File: src/rtl/fpu_issue.sv
// rtl/fpu_issue.sv - FPU issue/writeback sequencer: latches one op, holds it on the FPU until fin, presents the result to writeback
module fpu_issue #(
  parameter logic [3:0] IDLE_OP    = 4'b0101,
  parameter int         MAX_CYCLES = 16
) (
  input  logic        clk,
  input  logic        rst,
  input  logic        req_valid,
  output logic        req_ready,
  input  logic [3:0]  req_op,
  input  logic [31:0] req_src0,
  input  logic [31:0] req_src1,
  input  logic [4:0]  req_rd,
  output logic [31:0] fpu_src0,
  output logic [31:0] fpu_src1,
  output logic [3:0]  fpu_op,
  input  logic [31:0] fpu_result,
  input  logic        fpu_fin,
  output logic        wb_valid,
  input  logic        wb_ready,
  output logic [31:0] wb_data,
  output logic [4:0]  wb_rd,
  output logic        wb_to_int,
  output logic        busy,
  output logic        timeout_err
);

  localparam int CW = (MAX_CYCLES > 1) ? $clog2(MAX_CYCLES) : 1;
  localparam logic [CW-1:0] CNT_LAST = CW'(MAX_CYCLES - 1);

  typedef enum logic [1:0] {S_IDLE, S_EXEC, S_HOLD} state_t;

  state_t        state;
  logic [3:0]    op_q;
  logic [31:0]   src0_q;
  logic [31:0]   src1_q;
  logic [4:0]    rd_q;
  logic [CW-1:0] cnt;
  logic          op_is_int;

  // feq/flt/fle/fcvt.w.s write the integer register file
  assign op_is_int = (op_q == 4'b1000) || (op_q == 4'b1001) ||
                     (op_q == 4'b1010) || (op_q == 4'b1011);

  assign req_ready = (state == S_IDLE) && !rst;
  assign busy      = (state != S_IDLE);
  // Outside EXEC a single-cycle op keeps the FPU latency counter parked at 0
  assign fpu_op    = (state == S_EXEC) ? op_q : IDLE_OP;
  assign fpu_src0  = src0_q;
  assign fpu_src1  = src1_q;

  always_ff @(posedge clk) begin
    if (rst) begin
      state       <= S_IDLE;
      op_q        <= 4'd0;
      src0_q      <= 32'd0;
      src1_q      <= 32'd0;
      rd_q        <= 5'd0;
      cnt         <= '0;
      wb_valid    <= 1'b0;
      wb_data     <= 32'd0;
      wb_rd       <= 5'd0;
      wb_to_int   <= 1'b0;
      timeout_err <= 1'b0;
    end else begin
      case (state)
        S_IDLE: begin
          if (req_valid) begin
            op_q   <= req_op;
            src0_q <= req_src0;
            src1_q <= req_src1;
            rd_q   <= req_rd;
            cnt    <= '0;
            state  <= S_EXEC;
          end
        end
        S_EXEC: begin
          cnt <= (cnt == CNT_LAST) ? cnt : cnt + CW'(1);
          if (fpu_fin) begin
            wb_data   <= fpu_result;
            wb_rd     <= rd_q;
            wb_to_int <= op_is_int;
            wb_valid  <= 1'b1;
            state     <= S_HOLD;
          end else if (cnt == CNT_LAST) begin
            wb_data     <= 32'd0;
            wb_valid    <= 1'b1;
            timeout_err <= 1'b1;
            state       <= S_HOLD;
          end
        end
        S_HOLD: begin
          if (wb_ready) begin
            wb_valid <= 1'b0;
            state    <= S_IDLE;
          end
        end
        default: state <= S_IDLE;
      endcase
    end
  end

endmodule

File: config.mk
export PLATFORM = sky130hd
export DESIGN_NAME = fpu_issue
export DESIGN_NICKNAME = d
export VERILOG_FILES = /design/src/rtl/fpu_issue.sv
export SDC_FILE = /design/constraint.sdc
export NUM_CORES = 1
export LEC_CHECK = 0
export ABC_CLOCK_PERIOD_IN_PS = 2100
export BUFFER_PORTS_ARGS = -buffer_cell sky130_fd_sc_hd__buf_2
export CELL_PAD_IN_SITES_DETAIL_PLACEMENT = 1
export CELL_PAD_IN_SITES_GLOBAL_PLACEMENT = 1
export CORE_MARGIN = 4
export CORE_UTILIZATION = 33
export CTS_CLUSTER_SIZE = 10
export DETAILED_ROUTE_END_ITERATION = 10
export GPL_ROUTABILITY_DRIVEN = 0
export PLACE_DENSITY_LB_ADDON = 0.12
export SLEW_MARGIN = 10
export SYNTH_ARGS = -nofsm -noshare
export SYNTH_HDL_FRONTEND = slang
export SYNTH_SLANG_ARGS = --single-unit
File: constraint.sdc
create_clock -name clk -period 2.1 [get_ports clk]
set_input_delay 0.315 -clock clk [delete_from_list [all_inputs] [get_ports clk]]
set_output_delay 0.315 -clock clk [all_outputs]
set_load 0.05 [all_outputs]
* Word-level counts from Yosys, hierarchy flattened *
Cells that the tools add are included.

cells by class
  add/subtract/negate cells = 1
  equal/unequal tests = 11
  multiplexer cells = 15
  bitwise operators = 1
  reductions and logical operators = 17

operators with widths
  operator               count
  $mux W32               2
  $eq A4 B4 Y1 const B   5
  $mux W4                3
  $reduce_and A3 Y1      4
  $mux W2                4
  $pmux W4 S2            1
  $reduce_bool A2 Y1     4
  $ne A2 B2 Y1 const B   3
  $pmux W2 S3            1
  $reduce_and A2 Y1      3
  $add A4 B1 Y4 const B  1
  $logic_or A1 B1 Y1     3
  $mux W1                3
  $ne A3 B2 Y1 const B   1
  $eq A2 B1 Y1 const B   1
  $eq A2 B2 Y1 const B   1
  $logic_not A2 Y1       1
  $pmux W1 S2            1
  $logic_and A1 B1 Y1    1
  $logic_not A1 Y1       1
  $not A1 Y1             1

word-level totals
  register bits after elaboration = 119
  output and inout port bits = 110

* Logic depth before layout (Yosys ltp) *
Gate-level depths: netlist (run 1).

  depth after elaboration = 4
  gate-level depth with buffers = 7
  mapped depth without buffers = 4

* Least setup slack after synthesis (run 1) *
OpenSTA, ideal clock, no wires.

  kind = reg-to-output
  start point = reg state[0]
  end point = out req_ready
  data arrival time = 1.530 ns
  required time = 1.785 ns
  setup slack = 0.255 ns
  cell stages (with the launch flop) = 4
  buffers on the path = 1
  cell sequence = dfxtp_1 > buf_6 > or2_2 > nor2_1

on the way
  longest elaborated chain between the ends = 2

RTL lines
  item                    line  text
  start, declared         33    state_t state;
  start signal, assigned  54    state <= S_IDLE;
  start signal, assigned  74    state <= S_EXEC;
  start signal, assigned  84    state <= S_HOLD;
  $logic_not A2 Y1        45    assign req_ready = (state == S_IDLE) && !rst;
  $logic_and A1 B1 Y1     45
  end, declared           9     output logic req_ready,

No other way between the ends.

* Final worst setup path (run 1) *
  start point = reg state[0]
  end point = out fpu_op[3]

on the way
  longest elaborated chain between the ends = 2

RTL lines
  item           line  text
  $eq A2 B1 Y1   48    assign fpu_op = (state == S_EXEC) ? op_q : IDLE_OP;
  $mux W4        48
  end, declared  16    output logic [3:0] fpu_op,

No other way between the ends.

==> out/metrics.cfg, run 1 <==
[global_route]
grt_pass1_vias = 4554
grtUsageTotal_pct = 19.2
grt.overflow.total = 0
grt_max_degree = 120
grt_antenna_before_repair = 1
grt_pass1_wl_mm = 22.5

[run]
drv_cap = 0

[logic_synthesis]
async_flop_share_pct = 0
synth_top_area_cell = dfxtp_1
synth-simple-area-share_pct = 20.6
ys_top_cells_by_count = 192 x nand2_1, 119 x a21oi_1, 119 x dfxtp_1
synth_xor_area_share_pct = 0
syn_inst = 541
synth_nets = 652
synth_fa_ha_area_share_pct = 0.291
yosysWarningCount = 0
avgSynthCellArea_um2 = 7.96
ys_ff_latch = 119
yosysSeqAreaShare_pct = 55.3
synth_most_common_cell = nand2_1
synth-compound-area-share_pct = 18.5
synth_top_area_share_pct = 55.3
synth.distinct_cells = 26
synth_top_family_by_area = simple AND/OR/NAND/NOR gates
synth_ff_type = dfxtp_1
synth_mux_area_share_pct = 0
synthTopCellsByArea = dfxtp_1 55%, nand2_1 17%, a21oi_1 14%
syn-cell-area_um2 = 4310
synth_enable_flop_cells = 0

[cts]
cts_root_buf = clkbuf_16
post_cts_resized = 0
cts_tree = built
cts_buffer_depth = 2
cts_sinks = 119
cts_hold_buf = 0
htree_levels = 4
clk_pin_slew_ns = 0.05
clk-insertion-delay-late_ns = 0.41
cts_made_buffers = 17
cts_setup_buffers = 0

[drt]
wl_mm = 14.2
num_vias = 4407
drtIter0Drc = 134
routedWlPerCell_um = 15.2
drtPass1Iterations = 4
vias_per_cell = 4.74
drt_drc_violations_left = 0
ant_nets = 0

[final_layout]
drive_gt1_share_pct = 34.7
diodes = 0
nets = 856
layout.area.seq_um2 = 2380
area_growth_pct = 41.3
multi_input_area_um2 = 1710
fillerInstances = 1648
final_util_pct = 47.8

[timing]
hold_viol_final = 0
fin_crit_ns = 1.87
slew_headroom_pct = 65.2
finalSetupViolCount = 0
worst_slew_pin_slew_ns = 0.522
rsz0062_at_grt = no
finClkSkew_ns = 0.00851
finalCritPeriodShare_pct = 89.0
setup_tns_ns = 0
drv_slew = 0
fmax_ghz = 0.535

[critical_path]
cp_max_fo = 10
start_kind = register
worstPathRequired_ns = 1.78
cp_top_family = buffers and inverters
end_kind = primary output
critical-path-max-stage-delay_ns = 0.40
crit_arrival_ns = 1.55
crit_chain = nor2b_1 > buf_4 > and2_1 > buf_2
slowest_stage = dfxtp_2
timing.critical_path.buf_inv = 2
critPathKind = reg2out

[pwr]
vdd_ir_drop_max_mv = 0.571
leakagePower_nw = 2.79
powerDensity_nw_per_um2 = 1020

[floorplanning]
core-area_um2 = 12700
die_area_um2 = 14900
die_h_um = 122
fp.dieW_um = 122
start_util_pct = 33.8
ios = 220
rows = 41

[worst_hold_path]
hold_class = in2reg

[placed_design]
dp_hpwl_mm = 10.1
portBuffers = 219

[run_status]
status = finished clean

==> area by class of cell <==
cell class / count / area share, %
well taps: 172 / 3.54
repair buffers: 228 / 19.8
clock buffers: 21 / 7.57
multi-input cells: 377 / 28.1
clock inverters: 11 / 1.73
inverters: 2 / 0.123
flip-flops and latches: 119 / 39.2
==> registers in the layout (all words and copies together), names as in the netlist <==
register     count
op_q             4
fpu_src1        32
wb_valid         1
cnt              4
state            2
fpu_src0        32
rd_q             5
wb_rd            5
timeout_err      1
wb_data         32
wb_to_int        1
==> power by group <==
| group | total (W) | switching (W) | leakage [nW] | internal [W] |
|---|---|---|---|---|
| registers | 0.00244 | 0.0000605 | 0.973 | 0.00238 |
| logic | 0.000993 | 0.000728 | 1.53 | 0.000264 |
| clock network | 0.00277 | 0.000983 | 0.290 | 0.00179 |
==> layout by cell type (no fill, tap or decap), drive strengths merged, types with 2 or more instances in the layout <==
| master | n |
|---|---|
| and2 | 2 |
| bufinv | 2 |
| nor2 | 2 |
| clkinv | 9 |
| buf | 228 |
| or3 | 3 |
| o211ai | 2 |
| nand2b | 5 |
| clkbuf | 21 |
| nand3 | 4 |
| nand3b | 3 |
| a21oi | 119 |
| nand2 | 192 |
| inv | 2 |
| a31oi | 2 |
| o21ai | 33 |
| dfxtp | 119 |
==> worst paths after layout <==
check,from,endpoint,slack [ns],cells past startpoint
hold reg to reg,wb_valid,wb_valid,0.45,2
hold / removal,fpu_result[30],wb_data[30],0.14,3
setup / recovery,state[0],fpu_op[3],0.23,4
setup reg to reg,state[1],fpu_src1[3],0.36,4
==> metrics by stage <==
step / power (W) / area, um^2 / cells / setup WS, ns / hold slack (ns)
global placement: 0.00347 / 5520 / 898 / 0.357 / 0.439
global route: 0.00650 / 6080 / 930 / 0.109 / 0.128
finish: 0.00621 / 6080 / 930 / 0.231 / 0.140
CTS: 0.00629 / 6080 / 930 / 0.106 / 0.121
detailed placement: 0.00350 / 5520 / 898 / 0.308 / 0.447
floorplan: 0.00318 / 4310 / 541 / 0.255 / 0.431
==> worst min-delay path, cell delays in order <==
cell	delay [ns]
buf_2	0.09
nand2_1	0.04
a21oi_1	0.05
==> cell families (layout without fill, tap and decap cells) <==
logic type,Yosys count,in the layout
adder cells (fa/ha/maj),1,1
AND/OR/NAND/NOR,219,219
flip-flops,119,119
buffers and inverters,45,262
AO/OA/AOI/OAI,157,157
==> routing by layer <==
layer	vias to the layer above	track usage, %	wire, um
met5	-	0	13
met4	2	7.42	306
met3	23	7.74	1140
met2	129	32.7	6970
met1	2061	21.6	5740
li1	2192	-	-
Power figures use the tool's default switching activity.
==> run 2: changes to the inputs <==
ABC_AREA = 1   (was unset)
==> run 2 against run 1 <==
Effect of this change: non-clock buffer count decreased by 1; clock power decreased by 3%; synthesized cell count decreased by 0.37%; worst setup slack improved by 0.076 ns; maximum frequency increased by 4.2%; global-route usage decreased by 0.94 points; count of clock-buffer cells in the layout increased by 2; utilization decreased by 0.48 points; largest power group unchanged.
==> out/metrics.cfg, run 2 <==
[pwr]
leakagePower_nw = 2.91  ; +4.1%
swShare_pct = 30.6  ; +2.0 points
combPwrFrac_pct = 18.8  ; +2.8 points
seqPwrFrac_pct = 39.2  ; -0.2 points
clock_power_share_pct = 41.9  ; -2.7 points
powerDensity_nw_per_um2 = 1060  ; +4.4%
p_switching_w = 0.00195  ; +10%
p_int_w = 0.00443  ; about the same
vdd_ir_drop_max_mv = 0.657  ; +15%

[floorplanning]
die_h_um = 122  ; -0.23%
core-area_um2 = 12700  ; -0.40%
rows = 41  ; unchanged
die_area_um2 = 14900  ; -0.46%
start_util_pct = 33.8  ; about the same
fp.dieW_um = 122  ; -0.23%
ios = 220  ; unchanged

[timing]
fmax_ghz = 0.558  ; +4.2%
hold_viol_final = 0  ; unchanged
finalCritPeriodShare_pct = 85.4  ; -3.6 points
worst_slew_pin_slew_ns = 0.444  ; -0.0783 ns
drv_slew = 0  ; unchanged
setup_tns_ns = 0  ; unchanged
fin_crit_ns = 1.79  ; -0.0755 ns
finalSetupViolCount = 0  ; unchanged
whs_ns = 0.153  ; +0.0137 ns
finClkSkew_ns = 0.00663  ; -0.00188 ns
rsz0062_at_grt = no
slew_headroom_pct = 70.4  ; +5.2 points

[logic_synthesis]
synth_enable_flop_cells = 0  ; unchanged
syn-cell-area_um2 = 4280  ; -0.49%
synth_top_area_cell = dfxtp_1
synth_nets = 650  ; -0.31%
synth_ff_type = dfxtp_1
synthTopCellsByArea = dfxtp_1 56%, nor2_1 14%, o21ai_0 9.3%
synth_top_area_share_pct = 55.6  ; +0.27 points
syn_inst = 539  ; -0.37%
yosysSeqAreaShare_pct = 55.6  ; +0.27 points
yosysWarningCount = 0  ; unchanged
avgSynthCellArea_um2 = 7.95  ; -0.12%
ys_ff_latch = 119  ; unchanged
ys_top_cells_by_count = 158 x nor2_1, 119 x dfxtp_1, 80 x o21ai_0
synth.distinct_cells = 20  ; -23%
async_flop_share_pct = 0  ; unchanged
synth_most_common_cell = nor2_1

[critical_path]
crit_arrival_ns = 1.48  ; -0.07 ns
worstPathRequired_ns = 1.78  ; about the same
cp_top_family = flip-flops
end_kind = primary output
timing.critical_path.buf_inv = 2  ; unchanged
critical-path-max-stage-delay_ns = 0.37  ; -0.03 ns
cp_max_fo = 5  ; -5
start_kind = register
slowest_stage = dfxtp_1
crit_chain = inv_1 > nor2_1 > nand2_1 > buf_2
critPathKind = reg2out

[cts]
cts_sinks = 119  ; unchanged
cts_setup_buffers = 0  ; unchanged
cts_buffer_depth = 2  ; unchanged
cts_root_buf = clkbuf_16
cts_made_buffers = 17  ; unchanged
cts_tree = built
post_cts_resized = 0  ; unchanged
clk_pin_slew_ns = 0.05  ; about the same
htree_levels = 4  ; unchanged
cts_hold_buf = 0  ; unchanged
clk-insertion-delay-late_ns = 0.41  ; about the same

[final_layout]
fillerInstances = 1648  ; unchanged
nets = 862  ; +0.70%
final_common_cell = buf_2
multi_input_area_um2 = 1640  ; -4.1%
diodes = 0  ; unchanged
area_growth_pct = 40.0
drive_gt1_share_pct = 34.7  ; about the same
layout.area.seq_um2 = 2380  ; about the same
most-common-layout-cells = 219 x buf_2, 158 x nor2_1, 119 x dfxtp_1, 80 x o21ai_0, 79 x nand2_1

[drt]
vias_per_cell = 4.60  ; -2.9%
wl_mm = 13.6  ; -4.0%
routedWlPerCell_um = 14.5  ; -4.6%
num_vias = 4306  ; -2.3%
drtIter0Drc = 185  ; +38%
drtPass1Iterations = 4  ; unchanged
ant_nets = 0  ; unchanged
drt_drc_violations_left = 0  ; unchanged

[global_route]
grt.overflow.total = 0  ; unchanged
grtUsageTotal_pct = 18.3  ; -0.94 points
grt_pass1_vias = 4391  ; -3.6%
grt_max_degree = 82  ; -32%
grt_antenna_before_repair = 1  ; unchanged
grt_pass1_wl_mm = 21.0  ; -6.7%

[worst_hold_path]
hold_class = in2reg

[run_status]
status = finished clean

[placed_design]
dp_hpwl_mm = 9.68  ; -3.6%
portBuffers = 219  ; unchanged

[run]
drv_cap = 0  ; unchanged

## run 2: path summary, 6_finish.rpt
check,from,to,slack [ns],depth (start not counted)
hold reg to reg,op_q[1],op_q[1],0.45,2
hold / removal,req_src1[15],fpu_src1[15],0.15,3
setup reg to reg,cnt[0],wb_data[26],0.55,6
setup / recovery,state[0],fpu_op[2],0.31,4
## run 2: per-layer routing
layer  share of wire [%]  vias to the layer above  track usage, %
li1                    -                     2152               -
met1                  38                     1995            18.7
met2                  50                      143            31.3
met3                  11                       14            9.94
met4                 1.1                        2            7.14
met5               0.096                        -               0
## run 2: area by class of cell
class,instances,share of cell area (%)
Inverter,11,0.688
Clock buffer,23,7.97
Multi-Input combinational cell,375,27.3
Clock inverter,9,1.25
Timing Repair Buffer,227,19.5
Sequential cell,119,39.7
Tap cell,172,3.59
## run 2: through the flow
stage                     instance area [um^2]  cells  power, W  util, %  setup WS [ns]
after CTS                                 6000    936   0.00648     47.3          0.272
after detailed placement                  5450    904   0.00377     43.0          0.565
final                                     6000    936   0.00639     47.3          0.306
after global placement                    5450    904   0.00374     43.0          0.652
after global routing                      6000    936   0.00669     47.3          0.155
after floorplan                           4280    539   0.00343        -          0.256
## run 2: power groups by stage
stage               logic (W)  registers, W  clock network (W)
CTS                   0.00122       0.00251            0.00275
global route          0.00130       0.00253            0.00287
global placement      0.00119       0.00254                  0
finish                0.00120       0.00251            0.00268
detailed placement    0.00122       0.00255                  0
floorplan            0.000389       0.00304                  0
## run 2: cells by family after synthesis
logic type	Yosys count	share of synthesized area, %
and+or+nand+nor	250	23.5
adders and majority gates	1	0.292
AOI/OAI and AO/OA	124	14.5
DFF	119	55.6
buffers and inverters	45	6.13
## run 2: worst min-delay path, cell delays in order
cell and delay (ns):
buf_2 0.07, o21ai_0 0.07, nor2_1 0.08
